File: config.mk
export PLATFORM = sky130hd
export DESIGN_NAME = if_id_pipe_ctrl_flat
export DESIGN_NICKNAME = d
export VERILOG_FILES = /design/src/rtl/mips_pkg.sv /design/src/rtl/if_id_pipe_ctrl_if.sv /design/src/rtl/stall_watchdog.sv /design/src/rtl/if_id_pipe_ctrl.sv /design/src/flat_wrapper.sv
export SDC_FILE = /design/constraint.sdc
export NUM_CORES = 1
export LEC_CHECK = 0
export BUFFER_PORTS_ARGS = -buffer_cell sky130_fd_sc_hd__buf_2
export CORE_ASPECT_RATIO = 0.7
export CORE_MARGIN = 2
export CORE_UTILIZATION = 43
export CTS_BUF_LIST = sky130_fd_sc_hd__clkbuf_8
export CTS_CLUSTER_SIZE = 24
export DETAILED_ROUTE_END_ITERATION = 8
export MAX_ROUTING_LAYER = met4
export PLACE_DENSITY_LB_ADDON = 0.25
export SYNTH_ARGS = -nofsm -noshare
export SYNTH_HDL_FRONTEND = slang
export SYNTH_SLANG_ARGS = --single-unit
File: constraint.sdc
create_clock -name Clk -period 1.85 [get_ports Clk]
set_input_delay 0.0925 -clock Clk [delete_from_list [all_inputs] [get_ports Clk]]
set_output_delay 0.0925 -clock Clk [all_outputs]
set_load 0.02 [all_outputs]
File: src/rtl/mips_pkg.sv
// rtl/mips_pkg.sv - shared constants and helpers for the MIPS front-end pipeline
package mips_pkg;

  localparam int WORD = 32;

  localparam logic [1:0] ST_RUN   = 2'd0;
  localparam logic [1:0] ST_STALL = 2'd1;
  localparam logic [1:0] ST_FLUSH = 2'd2;

  // sll $0,$0,0
  localparam logic [WORD-1:0] NOP_INSTR_DEFAULT = 32'h0000_0000;

  // A redirect squashes whatever is stalled, since that instruction is on the wrong path.
  function automatic logic [1:0] next_state(input logic branch_taken, input logic stall);
    if (branch_taken) return ST_FLUSH;
    if (stall)        return ST_STALL;
    return ST_RUN;
  endfunction

endpackage

File: src/rtl/if_id_pipe_ctrl_if.sv
// rtl/if_id_pipe_ctrl_if.sv - fetch/decode control bundle between hazard/branch logic and the PC + IF/ID stage
interface if_id_pipe_ctrl_if;
  import mips_pkg::*;

  logic            Stall;
  logic            BranchTaken;
  logic [WORD-1:0] BranchTarget;
  logic [WORD-1:0] Instr_IF;
  logic [WORD-1:0] PC_IF;
  logic [WORD-1:0] Instr_ID;
  logic [WORD-1:0] PCPlus4_ID;
  logic            Valid_ID;
  logic            Bubble_EX;
  logic [1:0]      State;
  logic            StallTimeout;

  modport master (
    output Stall, BranchTaken, BranchTarget, Instr_IF,
    input  PC_IF, Instr_ID, PCPlus4_ID, Valid_ID, Bubble_EX, State, StallTimeout
  );

  modport slave (
    input  Stall, BranchTaken, BranchTarget, Instr_IF,
    output PC_IF, Instr_ID, PCPlus4_ID, Valid_ID, Bubble_EX, State, StallTimeout
  );

endinterface

File: src/rtl/stall_watchdog.sv
// rtl/stall_watchdog.sv - saturating consecutive-stall counter with a sticky timeout flag
module stall_watchdog #(
  parameter int MAX_STALL = 16
) (
  input  logic Clk,
  input  logic Reset,
  input  logic stall_state_i,
  output logic timeout_o
);

  localparam logic [7:0] MAX_CNT = 8'(MAX_STALL);

  logic [7:0] cnt_q, cnt_d;
  logic       timeout_q, timeout_d;

  // Counts cycles that end in STALL, so the flag rises on the edge of the MAX_STALL-th stall.
  always_comb begin
    cnt_d = 8'd0;
    if (stall_state_i) begin
      cnt_d = (cnt_q == MAX_CNT) ? cnt_q : cnt_q + 8'd1;
    end
    timeout_d = timeout_q | (cnt_d == MAX_CNT);
  end

  always_ff @(posedge Clk) begin
    if (!Reset) begin
      cnt_q     <= 8'd0;
      timeout_q <= 1'b0;
    end else begin
      cnt_q     <= cnt_d;
      timeout_q <= timeout_d;
    end
  end

  assign timeout_o = timeout_q;

endmodule

File: src/rtl/if_id_pipe_ctrl.sv
// rtl/if_id_pipe_ctrl.sv - PC register and IF/ID pipeline register with stall/flush control
module if_id_pipe_ctrl
  import mips_pkg::*;
#(
  parameter logic [WORD-1:0] RESET_PC  = 32'h0000_0000,
  parameter logic [WORD-1:0] NOP_INSTR = NOP_INSTR_DEFAULT,
  parameter int              MAX_STALL = 16
) (
  input  logic               Clk,
  input  logic               Reset,
  if_id_pipe_ctrl_if.slave   bus
);

  logic [WORD-1:0] pc_q, pc_d;
  logic [WORD-1:0] instr_q, instr_d;
  logic [WORD-1:0] pcplus4_q, pcplus4_d;
  logic            valid_q, valid_d;
  logic [1:0]      state_q, state_d;
  logic [WORD-1:0] pc_plus4;

  assign pc_plus4 = pc_q + 32'd4;

  always_comb begin
    pc_d      = pc_q;
    instr_d   = instr_q;
    pcplus4_d = pcplus4_q;
    valid_d   = valid_q;
    state_d   = next_state(bus.BranchTaken, bus.Stall);
    if (bus.BranchTaken) begin
      pc_d      = bus.BranchTarget & ~32'h3;
      instr_d   = NOP_INSTR;
      pcplus4_d = '0;
      valid_d   = 1'b0;
    end else if (!bus.Stall) begin
      pc_d      = pc_plus4;
      instr_d   = bus.Instr_IF;
      pcplus4_d = pc_plus4;
      valid_d   = 1'b1;
    end
  end

  always_ff @(posedge Clk) begin
    if (!Reset) begin
      pc_q      <= RESET_PC;
      instr_q   <= NOP_INSTR;
      pcplus4_q <= '0;
      valid_q   <= 1'b0;
      state_q   <= ST_RUN;
    end else begin
      pc_q      <= pc_d;
      instr_q   <= instr_d;
      pcplus4_q <= pcplus4_d;
      valid_q   <= valid_d;
      state_q   <= state_d;
    end
  end

  stall_watchdog #(
    .MAX_STALL (MAX_STALL)
  ) u_stall_watchdog (
    .Clk           (Clk),
    .Reset         (Reset),
    .stall_state_i (state_d == ST_STALL),
    .timeout_o     (bus.StallTimeout)
  );

  assign bus.PC_IF      = pc_q;
  assign bus.Instr_ID   = instr_q;
  assign bus.PCPlus4_ID = pcplus4_q;
  assign bus.Valid_ID   = valid_q;
  assign bus.State      = state_q;
  assign bus.Bubble_EX  = Reset & (bus.Stall | bus.BranchTaken | ~valid_q);

endmodule

File: src/flat_wrapper.sv
// flat-port wrapper written by rule: the top's interface ports become plain ports
module if_id_pipe_ctrl_flat import mips_pkg::*;
#(
  parameter logic [WORD-1:0] RESET_PC  = 32'h0000_0000,
  parameter logic [WORD-1:0] NOP_INSTR = NOP_INSTR_DEFAULT,
  parameter int              MAX_STALL = 16
)
  (Clk, Reset, bus_Stall, bus_BranchTaken, bus_BranchTarget, bus_Instr_IF, bus_PC_IF, bus_Instr_ID, bus_PCPlus4_ID, bus_Valid_ID, bus_Bubble_EX, bus_State, bus_StallTimeout);
  if_id_pipe_ctrl_if bus_i ();
  input  logic Clk;
  input  logic Reset;
  input wire logic [$bits(bus_i.Stall)-1:0] bus_Stall;
  input wire logic [$bits(bus_i.BranchTaken)-1:0] bus_BranchTaken;
  input wire logic [$bits(bus_i.BranchTarget)-1:0] bus_BranchTarget;
  input wire logic [$bits(bus_i.Instr_IF)-1:0] bus_Instr_IF;
  output wire logic [$bits(bus_i.PC_IF)-1:0] bus_PC_IF;
  output wire logic [$bits(bus_i.Instr_ID)-1:0] bus_Instr_ID;
  output wire logic [$bits(bus_i.PCPlus4_ID)-1:0] bus_PCPlus4_ID;
  output wire logic [$bits(bus_i.Valid_ID)-1:0] bus_Valid_ID;
  output wire logic [$bits(bus_i.Bubble_EX)-1:0] bus_Bubble_EX;
  output wire logic [$bits(bus_i.State)-1:0] bus_State;
  output wire logic [$bits(bus_i.StallTimeout)-1:0] bus_StallTimeout;
  assign bus_i.Stall = bus_Stall;
  assign bus_i.BranchTaken = bus_BranchTaken;
  assign bus_i.BranchTarget = bus_BranchTarget;
  assign bus_i.Instr_IF = bus_Instr_IF;
  assign bus_PC_IF = bus_i.PC_IF;
  assign bus_Instr_ID = bus_i.Instr_ID;
  assign bus_PCPlus4_ID = bus_i.PCPlus4_ID;
  assign bus_Valid_ID = bus_i.Valid_ID;
  assign bus_Bubble_EX = bus_i.Bubble_EX;
  assign bus_State = bus_i.State;
  assign bus_StallTimeout = bus_i.StallTimeout;
  if_id_pipe_ctrl #(.RESET_PC(RESET_PC), .NOP_INSTR(NOP_INSTR), .MAX_STALL(MAX_STALL)) u_core (.Clk(Clk), .Reset(Reset), .bus(bus_i));
endmodule
* Word-level counts from Yosys, hierarchy flattened
Cells that the tools add are included. W data, S select, Z words.
Word-level totals: input bits 68, bits in registers 108, memories kept 0, bits in latches 0, output and inout bits 101, word-level logic and storage cells 32, memory bits (read-only) 0, bits in writable memories 0
Operators by class: order comparisons 0, reductions and logical operators 1, bitwise operators 6, eq/ne operators 4, add/subtract/negate cells 2, div/mod/pow operators 0, shift-type cells 0, mux-type cells 11, multiply operators 0
Operators by type and width (number):
- $mux W32 | 2
- $add A32 B3 Y32 const B | 1
- $eq A8 B5 Y1 const B | 2
- $mux W8 | 2
- $add A8 B1 Y8 const B | 1
- $mux W2 | 4
- $mux W1 | 3
- $or A1 B1 Y1 | 3
- $eq A2 B1 Y1 const B | 1
- $ne A2 B1 Y1 const B | 1
- $not A1 Y1 | 2
- $reduce_or A2 Y1 | 1
- $and A1 B1 Y1 | 1

* Longest topological paths before layout
Gate-level depths: netlist of the first run.
depth after elaboration 8, depth in mapped cells 7, gate-level depth less buffers 7

* By module
A second synthesis of the first run with hierarchy kept.
Unflattened totals: cell total of the unflattened synthesis 557, area total of the unflattened synthesis 4808.4 µm²
Modules (own cells, without submodules):
- if_id_pipe_ctrl | seq. area each 1901.8 µm², cells each 500, instances 1, area each 4311.6 µm²
- stall_watchdog | seq. area each 180.2 µm², cells each 57, instances 1, area each 496.7 µm²

* Worst setup path after synthesis of the first run
No wires, ideal clock.
path kind flip-flop to flip-flop, from reg u_core.pc_q[2], in the netlist u_core.bus.PC_IF[2], to reg u_core.pc_q[30], in the netlist u_core.bus.PC_IF[30], slack -0.142 ns, arrival time 1.875 ns, period minus slack after synthesis 1.992 ns, buffers on the path 0, setup time 0.117 ns, cell stages (with the launch flop) 7, required time 1.733 ns, cells stage by stage dfxtp_1 > ha_1 > and3_1 > nand3_1 > nor4b_1 > xor2_1 > a22o_1
Between the ends: longest elaborated chain between the ends 3
Ends and longest elaborated chain:
- from (decl) | RTL line if_id_pipe_ctrl.sv:14 | logic [WORD-1:0] pc_q, pc_d;
- from (signal assigned) | RTL line if_id_pipe_ctrl.sv:50 | pc_q <= pc_d;
- $add A32 B3 Y32 | RTL line if_id_pipe_ctrl.sv:21 | assign pc_plus4 = pc_q + 32'd4;
- $mux W32 | RTL line if_id_pipe_ctrl.sv:34 | end else if (!bus.Stall) begin
- $mux W32 | RTL line if_id_pipe_ctrl.sv:29 | if (bus.BranchTaken) begin
Every way passes these cells. The select of a mux whose other input is x is not followed. A chain may end at the register's enable or synchronous reset.

* Final worst setup path of the first run
from reg u_core.pc_q[9], in the netlist u_core.bus.PC_IF[9], to reg u_core.pcplus4_q[14], in the netlist u_core.bus.PCPlus4_ID[14]
Between the ends: longest elaborated chain between the ends 1
Ends and longest elaborated chain:
- $add A32 B3 Y32 | RTL line if_id_pipe_ctrl.sv:21
- to (signal assigned) | RTL line if_id_pipe_ctrl.sv:52 | pcplus4_q <= pcplus4_d;
- to (decl) | RTL line if_id_pipe_ctrl.sv:16 | logic [WORD-1:0] pcplus4_q, pcplus4_d;
Every way passes these cells.

==> results.py, run 1 <==
metrics = {
    "placement": {
        "gp_congestion": 0.9254,
        "numPlacedInstances": 869,
        "port_buffers": 162,
        "dp_hpwl_um": 10380,
    },
    "routing": {
        "drt-pass1-iter-count": 5,
        "wl_met2_um": 6530,
        "drt_iter0_markers": 347,
        "vias": 4661,
        "wl_met3_um": 934,
        "drc": 0,
        "top_layer_used": "met4",
        "via_per_inst": 4.996,
        "ant_nets": 0,
        "routedWlPerCell_um": 15.57,
        "wl_um": 14530,
        "wl_met1_um": 6880,
    },
    "critical_path": {
        "r2r_slack_ps": 60,
        "worstPathRequired_ps": 2110,
        "rr_worst_depth": 4,
        "critPathLaunchType": "flop",
        "crit_type": "flop to flop",
        "crit_fanout": 6,
        "crit_path_end_kind": "flop",
        "cp.arrival_ps": 2050,
    },
    "timing": {
        "rsz0062_at_grt": "false",
        "fin_skew_ps": 14.48,
        "layout_min_cycle_time_ps": 1791,
        "finalSetupViolCount": 0,
        "fin_crit_sh_pct": 96.83,
        "slew_violations": 0,
        "hold_slack_ps": 10.94,
        "max_freq_ghz": 0.5582,
        "fin_tns_setup_ps": 0,
        "hold_viol": 0,
    },
    "synth": {
        "synth.ff_latch_count": 104,
        "synth_top_area_share_pct": 42.73,
        "synth_cell_type_count": 52,
        "synth.cell_area_um2": 4872,
        "syn_area_per_cell_um2": 8.875,
        "seq_area_frac_synth_pct": 42.73,
        "yosys_warnings": 0,
        "synth_top_area_cell": "dfxtp_1",
        "synth_area_leaders": "dfxtp_1 (43%), mux2i_1 (7.2%), xor2_1 (6.1%)",
        "syn_inst": 549,
    },
    "clocking": {
        "clk_latency_ps": 390,
        "cts-root-buf": "clkbuf_8",
        "clock-sinks": 104,
        "path_clk_slew_ps": 100,
        "cts_tree": "done",
        "cts_buffer_depth": 2,
        "cts_htree_levels": 3,
        "cts_buffers": 9,
    },
    "grt": {
        "grt_pass1_vias": 4434,
        "overflow": 0,
        "grt_pass1_wl_um": 23050,
        "grt_max_degree": 49,
        "grtUsageTotal_pct": 24.32,
        "antenna_found_initial": 0,
    },
    "final_layout": {
        "diodes": 0,
        "fillerInstances": 974,
        "drive_gt1_share_pct": 31.67,
        "instances_no_fill": 933,
        "fin_util_pct": 61.14,
        "areaGrowthSynthToFinish_pct": 38.16,
        "nets": 846,
    },
    "pwr": {
        "total_power_w": 0.004807,
        "p_per_area_nw_per_um2": 714.1,
        "ir_drop_v": 0.0004006,
        "leakage_nw": 3.029,
    },
    "floorplan": {
        "die_w_um": 131.2,
        "num_rows": 32,
        "dieArea_um2": 12210,
        "coreArea_um2": 11010,
        "ios": 169,
        "start_util_pct": 44.25,
        "die_h_um": 93.06,
    },
    "min_path": {
        "min_path_cells": 3,
        "min_path_type": "input port to flop",
    },
    "status": {
        "status": "complete, no violations",
    },
    "flow_run": {
        "cap_violations": 0,
    },
}
-- registers in the layout (all words and copies together) (netlist names) --
name,flops
u_core.bus.PCPlus4_ID,30
u_core.bus.PC_IF,30
u_core.u_stall_watchdog.timeout_o,1
u_core.bus.Instr_ID,32
u_core.u_stall_watchdog.cnt_q,8
u_core.bus.Valid_ID,1
u_core.bus.State,2
-- final cells by class --
type,count,area (um2),share of cell area [%]
clock inverter,7,96.34,1.431
multi-input combinational,400,2600,38.62
inverter,7,26.28,0.3903
sequential,104,2087,31.00
clock buffer,9,123.9,1.840
timing repair buffer,253,1607,23.87
tap,153,191.4,2.844
-- worst paths after layout --
check | endpoint | startpoint
setup / recovery | u_core.bus.PCPlus4_ID[14]$_SDFFE_PP0N_ | u_core.bus.PC_IF[9]$_SDFFE_PN0N_
hold / removal | u_core.bus.PC_IF[27]$_SDFFE_PN0N_ | bus_BranchTarget[27]
setup reg to reg | u_core.bus.PCPlus4_ID[14]$_SDFFE_PP0N_ | u_core.bus.PC_IF[9]$_SDFFE_PN0N_
hold reg to reg | u_core.bus.PCPlus4_ID[8]$_SDFFE_PP0N_ | u_core.bus.PCPlus4_ID[8]$_SDFFE_PP0N_
-- where the power goes --
group / internal [W] / total, W / switching, W
clock network: 0.000764 / 0.00157 / 0.000806
logic: 0.000363 / 0.000829 / 0.000466
registers: 0.00233 / 0.00241 / 0.0000746
-- synth_stat cells (all sizes together) --
master and n:
o31a 1, nand2b 1, nand4 14, conb 1, and2 7, a31oi 1
xor2 34, o211ai 1, a2bb2oi 1, dlymetal6s2s 1, xnor2 33, nor4b 5
a211oi 4, nor4bb 1, nor3 9, clkbuf 27, nand2 33, inv 7
and4 4, nor2b 2, nand3 26, and4b 1, or2 2, or4 2
o211a 2, nor2 68, or3 1, o21ai 44, and3 8, a22o 3
buf 13, ha 3, a21oi 46, o21ba 1, mux2i 35, dfxtp 104
nor4 3
-- cells in the final DEF (no fill, tap or decap), types with 33 or more instances in the layout --
master,Yosys,layout
buf_2,6,162
dfxtp_1,104,100
nor2_1,68,67
buf_4,4,46
a21oi_1,45,45
dlygate4sd3_1,0,45
o21ai_0,44,44
mux2i_1,35,35
xor2_1,34,33
xnor2_1,33,33
-- layer usage --
metal	track usage, %	vias to the layer above
met5	-	-
met4	5.616	0
met3	5.203	17
met2	36.71	161
met1	33.64	2158
li1	-	2325
-- through the flow --
| stage | area (um2) | setup slack (ps) |
|---|---|---|
| 6_report | 6731 | 58.56 |
| 3_3_place_gp | 5996 | 75.91 |
| 3_5_place_dp | 5996 | 59.91 |
| 5_1_grt | 6731 | 0.5540 |
| 4_1_cts | 6656 | 39.60 |
| 2_1_floorplan | 4893 | 0.6921 |
-- repair_timing --
action	4_1_cts	5_1_grt
gates resized for setup	0	9
hold buffers	44	1
setup buffers	0	3
hold endpoints to repair	44	1
setup endpoints to repair	0	14
-- worst max-delay path, cell delays in order (launching register included) --
cell and delay [ps]:
dfxtp_2 430, nand4_4 170, or4_4 640, xor2_1 310
a21oi_1 110
-- cell families (layout without fill, tap and decap cells) --
kind of cell    count (synthesis)  after routing  share of synthesized area, %
compound gates                104            104                         11.74
xor+xnor                       67             67                         12.04
fa+ha+maj                       3              3                        0.7705
buf+inv                        48            276                         5.110
flops                         104            104                         42.73
mux                            35             35                         7.191
other cells                     1              4                       0.07697
simple gates                  187            187                         20.34
No activity file was read; power rests on OpenSTA's default activity.
==> run 2, diff against run 1 <==
Settings changed: CORE_UTILIZATION 43 to 47.
==> run 2 against run 1 <==
Net effect: combinational power shrank 1%; critical path type unchanged; largest power group unchanged; clock power grew 6%; routed wire length shrank 1.5%; largest cell class unchanged.
==> results.py, run 2 (synthesis results as in run 1) <==
metrics = {
    "status": {
        "status": "complete, no violations",
    },
    "final_layout": {
        "drive_gt1_share_pct": 31.82,
        "diodes": 0,
        "final_common_cell": "buf_2",
        "mostFrequentLayoutCells": "buf_2 (162), dfxtp_1 (100), nor2_1 (68)",
        "largest_reg_flops": 32,
        "nets": 839,
        "final_cell_area_um2": 6686,
        "areaGrowthSynthToFinish_pct": 37.24,
    },
    "timing": {
        "max_freq_ghz": 0.5721,
        "rsz0062_at_grt": "true",
        "hold_viol": 0,
        "fin_skew_ps": 12.96,
        "finalSetupViolCount": 0,
        "worst_slack_ps": 102.1,
        "layout_min_cycle_time_ps": 1748,
        "slew_violations": 0,
        "fin_crit_sh_pct": 94.48,
    },
    "critical_path": {
        "cp.arrival_ps": 2010,
        "crit_type": "flop to flop",
        "crit_fanout": 6,
        "worstPathRequired_ps": 2110,
        "critPathLaunchType": "flop",
        "crit_path_end_kind": "flop",
        "rr_worst_depth": 5,
        "timing.rr.end": "u_core.bus.PC_IF[27]$_SDFFE_PN0N_",
        "r2r_start": "u_core.bus.PC_IF[11]$_SDFFE_PN0N_",
        "r2r_slack_ps": 100,
    },
    "routing": {
        "via_per_inst": 5.170,
        "wl_met3_um": 1061,
        "wl_um": 14310,
        "ant_nets": 0,
        "drt_iter0_markers": 356,
        "wl_met1_um": 6592,
        "routedWlPerCell_um": 15.81,
        "drc": 0,
        "drt-pass1-iter-count": 4,
        "vias": 4679,
        "top_layer_used": "met4",
        "wl_met2_um": 6428,
    },
    "clocking": {
        "cts_tree": "done",
        "cts_htree_levels": 3,
        "path_clk_slew_ps": 100,
        "cts_buffer_depth": 2,
        "cts-root-buf": "clkbuf_8",
        "clk_latency_ps": 380,
        "cts_buffers": 9,
        "clock-sinks": 104,
    },
    "placement": {
        "pre_cts_ws_ps": 41.79,
        "postPlaceCellArea_um2": 5947,
        "dp_hpwl_um": 10110,
        "gp_congestion": 0.9878,
        "port_buffers": 162,
    },
    "min_path": {
        "min_path_cells": 3,
        "min_from": "bus_BranchTarget[3]",
        "min_path_type": "input port to flop",
        "min_to": "u_core.bus.PC_IF[3]$_SDFFE_PN0N_",
    },
    "grt": {
        "grt_pass1_wl_um": 22310,
        "overflow": 0,
        "grt_pass1_vias": 4384,
        "grtUsageTotal_pct": 26.04,
        "antenna_found_initial": 0,
        "grt_max_degree": 49,
    },
    "floorplan": {
        "die_w_um": 125.7,
        "coreArea_um2": 10200,
        "start_util_pct": 47.76,
        "dieArea_um2": 11210,
        "ios": 169,
        "num_rows": 31,
        "die_h_um": 89.19,
    },
    "pwr": {
        "ir_drop_v": 0.0003964,
        "p_per_area_nw_per_um2": 731.2,
        "leakage_nw": 3.014,
    },
    "flow_run": {
        "cap_violations": 0,
    },
}
[run 2: cell count changes in the layout (fill, tap and decap cells not counted), sizes merged]
cell	delta
buf	-5
clkinv	+1
dlygate4sd3	-2
inv	-1
clkinvlp	-1
bufinv	+1
[run 2: worst max-delay path by stage]
stage,start,endpoint
final,u_core.bus.PC_IF[11]$_SDFFE_PN0N_,u_core.bus.PC_IF[27]$_SDFFE_PN0N_
after global routing,u_core.bus.PC_IF[2]$_SDFFE_PN0N_,u_core.bus.PC_IF[30]$_SDFFE_PN0N_
after CTS,u_core.bus.PC_IF[2]$_SDFFE_PN0N_,u_core.bus.PC_IF[28]$_SDFFE_PN0N_
after detailed placement,u_core.bus.PC_IF[9]$_SDFFE_PN0N_,u_core.bus.PCPlus4_ID[28]$_SDFFE_PP0N_
after global placement,u_core.bus.PC_IF[9]$_SDFFE_PN0N_,u_core.bus.PC_IF[27]$_SDFFE_PN0N_
after floorplan,u_core.bus.PC_IF[8]$_SDFFE_PN0N_,u_core.bus.PCPlus4_ID[28]$_SDFFE_PP0N_
[run 2: worst max-delay path, cell delays in order (launching register included)]
cell	delay [ps]
dfxtp_1	400
nand4_4	200
nor4_4	360
nor4b_2	370
xnor2_1	220
a21oi_2	80
[run 2: cell type report]
| cell class | count | area [um2] |
|---|---|---|
| repair buffers | 246 | 1549 |
| multi-input cells | 400 | 2621 |
| well taps | 132 | 165.2 |
| clock inverters | 7 | 111.4 |
| inverters | 7 | 26.28 |
| clock buffers | 9 | 123.9 |
| flip-flops and latches | 104 | 2090 |
| fillers | 882 | 3515 |
[run 2: what timing repair did]
| action | 4_1_cts | 5_1_grt |
|---|---|---|
| buffers inserted | 0 | 1 |
| hold buffers | 43 | 0 |
| setup endpoints to repair | 0 | 17 |
| endpoints found under the hold margin | 43 | 0 |
| gates resized for setup | 0 | 13 |
[run 2: power breakdown]
group | total, W | switching [W] | internal, W
combinational | 0.000817 | 0.000463 | 0.000354
clock | 0.00167 | 0.000779 | 0.000889
sequential | 0.00240 | 0.0000709 | 0.00233
total | 0.00489 | 0.00131 | 0.00358
[run 2: stage by stage]
stage	hold WS, ps	power (W)	TNS [ps]	util, %	instances
floorplan	218.0	0.002895	0	-	552
finish	14.17	0.004889	0	65.55	905
detailed placement	322.9	0.003187	0	58.30	845
CTS	4.304	0.004904	0	64.82	904
global route	14.36	0.005084	-41.23	65.55	905
global placement	314.7	0.003172	0	58.30	845
[run 2: per-layer routing]
layer,global-route usage (%),vias up
li1,-,2315
met5,-,-
met1,34.11,2190
met2,38.97,156
met4,7.677,0
met3,8.079,18
==> run 3, diff against run 2 <==
Settings changed: CORE_ASPECT_RATIO 0.7 to 1.4.
==> run 3 against run 2 <==
Net effect: sequential power barely moved; maximum frequency fell by 4.0%; via count rose by 0.11%; setup slack got worse by 72 ps; clock power barely moved; count of clock-buffer cells in the layout rose by 1; sequential share of layout area fell by 0.20 points; core utilization rose by 0.094 points; power fell by 0.57%; critical endpoint is now u_core.bus.PCPlus4_ID[24]$_SDFFE_PP0N_.
==> results.py, run 3 (synthesis results as in run 1) <==
metrics = {
    "floorplan": {
        "die_h_um": 124.5,
        "die_w_um": 90.05,
        "start_util_pct": 47.58,
        "dieArea_um2": 11210,
        "coreArea_um2": 10240,
        "ios": 169,
        "num_rows": 44,
    },
    "final_layout": {
        "drive_gt1_share_pct": 30.99,
        "instances_no_fill": 919,
        "largest_reg_flops": 32,
        "diodes": 0,
        "seq_area_um2": 2087,
        "fin_util_pct": 65.64,
        "multi_input_area_um2": 2576,
        "nets": 847,
        "final_cell_area_um2": 6721,
        "final_common_cell": "buf_2",
        "mostFrequentLayoutCells": "buf_2 (162), dfxtp_1 (100), nor2_1 (68)",
        "fillerInstances": 881,
        "areaGrowthSynthToFinish_pct": 37.96,
    },
    "routing": {
        "vias": 4684,
        "drt_iter0_markers": 200,
        "drc": 0,
        "drt-pass1-iter-count": 4,
        "ant_nets": 0,
        "via_per_inst": 5.097,
        "routedWlPerCell_um": 15.46,
        "wl_um": 14210,
    },
    "critical_path": {
        "path_buf_inv": 0,
        "crit_type": "flop to flop",
        "critical-path-max-stage-delay_ps": 430,
        "path_cells": "nand4_2, or2_1, nor4b_1, xnor2_1, a21oi_1",
        "worstPathRequired_ps": 2090,
        "crit_fanout": 5,
        "critPathLaunchType": "flop",
        "cp_top_family": "simple AND/OR/NAND/NOR gates",
        "crit_path_end_kind": "flop",
        "slowest_stage": "nor4b_1",
        "cp.arrival_ps": 2060,
    },
    "timing": {
        "tightest_slew_ps": 557.1,
        "slew_violations": 0,
        "finalSetupViolCount": 0,
        "fin_crit_sh_pct": 98.38,
        "relSlewSlack_pct": 62.86,
        "hold_viol": 0,
        "layout_min_cycle_time_ps": 1820,
        "fin_skew_ps": 8.939,
        "max_freq_ghz": 0.5494,
        "hold_slack_ps": 7.982,
        "rsz0062_at_grt": "true",
    },
    "grt": {
        "grt_pass1_wl_um": 22670,
        "antenna_found_initial": 0,
        "grt_pass1_vias": 4734,
        "overflow": 0,
        "grtUsageTotal_pct": 25.84,
        "grt_max_degree": 49,
    },
    "clocking": {
        "clk_latency_ps": 370,
        "cts_htree_levels": 3,
        "cts_buffers": 9,
        "cts_setup_buffers": 0,
        "cts-root-buf": "clkbuf_8",
        "path_clk_slew_ps": 100,
        "clock-sinks": 104,
        "cts_tree": "done",
        "cts_buffer_depth": 2,
    },
    "pwr": {
        "p_switching_w": 0.001344,
        "switching_share_pct": 27.66,
        "sequentialPowerShare_pct": 49.5,
        "p_int_w": 0.003517,
        "ir_drop_v": 0.0005647,
        "total_power_w": 0.004861,
        "pwr-share-comb_pct": 16.8,
        "p_per_area_nw_per_um2": 723.2,
        "pwr-share-clk_pct": 33.7,
        "leakage_nw": 3.028,
    },
    "min_path": {
        "min_path_type": "input port to flop",
    },
    "placement": {
        "dp_hpwl_um": 10190,
        "port_buffers": 162,
        "numPlacedInstances": 854,
        "gp_congestion": 0.9264,
        "postPlaceCellArea_um2": 5977,
    },
    "status": {
        "status": "complete, no violations",
    },
    "flow_run": {
        "cap_violations": 0,
    },
}
==> run 3: changes by cell type in the layout (fill, tap and decap cells not counted), moves of 2 or more <==
cell,before,now
xor2_1,32,34
dlygate4sd3_1,43,49
clkinv_2,2,0
nor3_1,5,7
clkinv_4,0,2
nor3_2,3,1
buf_4,41,43
xor2_2,2,0
==> run 3: worst paths after layout <==
kind,end,start,depth (start not counted),slack (ps)
setup reg to reg,u_core.bus.PCPlus4_ID[24]$_SDFFE_PP0N_,u_core.bus.PC_IF[19]$_SDFFE_PN0N_,5,30
setup / recovery,u_core.bus.PCPlus4_ID[24]$_SDFFE_PP0N_,u_core.bus.PC_IF[19]$_SDFFE_PN0N_,5,30
hold reg to reg,u_core.bus.PCPlus4_ID[13]$_SDFFE_PP0N_,u_core.bus.PCPlus4_ID[13]$_SDFFE_PP0N_,2,470
hold / removal,u_core.bus.PC_IF[19]$_SDFFE_PN0N_,bus_BranchTarget[19],3,8
==> run 3: worst register-to-register path, delay by kind of cell (launching register included) <==
kind,cells,cell delay [ps]
xor gates and xnor gates,1,210
DFF,1,360
AOI/OAI and AO/OA,1,100
and+or+nand+nor,3,1020
==> run 3: cell type report <==
type                       count  area share, %
multi-input combinational    400          38.33
sequential                   104          31.05
timing repair buffer         254          24.16
tap                          138          2.569
clock buffer                  10          2.048
clock inverter                 6          1.452
inverter                       7         0.3909
==> run 3: per-layer routing <==
metal | track usage [%] | routed length (um) | up-vias
li1 | - | - | 2337
met3 | 4.053 | 640 | 40
met5 | - | 0 | -
met4 | 12.76 | 546 | 0
met2 | 46.00 | 7374 | 151
met1 | 27.71 | 5647 | 2156
==> run 3: power by group through the flow <==
stage                     clock network (W)  registers (W)  logic [W]
after floorplan                           0        0.00258   0.000316
after global placement                    0        0.00245   0.000719
after detailed placement                  0        0.00246   0.000732
after CTS                           0.00166        0.00240   0.000813
after global routing                0.00176        0.00242   0.000881
final                               0.00164        0.00240   0.000817
==> run 3: per-stage QoR <==
stage	worst slack, ps	setup TNS (ps)
floorplan	0.6921	0
global placement	64.98	0
detailed placement	22.09	0
CTS	19.83	0
global route	-34.05	-52.37
finish	29.98	0
==> run 3: repair_timing <==
action,in CTS,in global routing
hold endpoints to repair,49,0
hold buffers,49,0
gates resized for setup,0,4
endpoints found under the setup margin,0,13
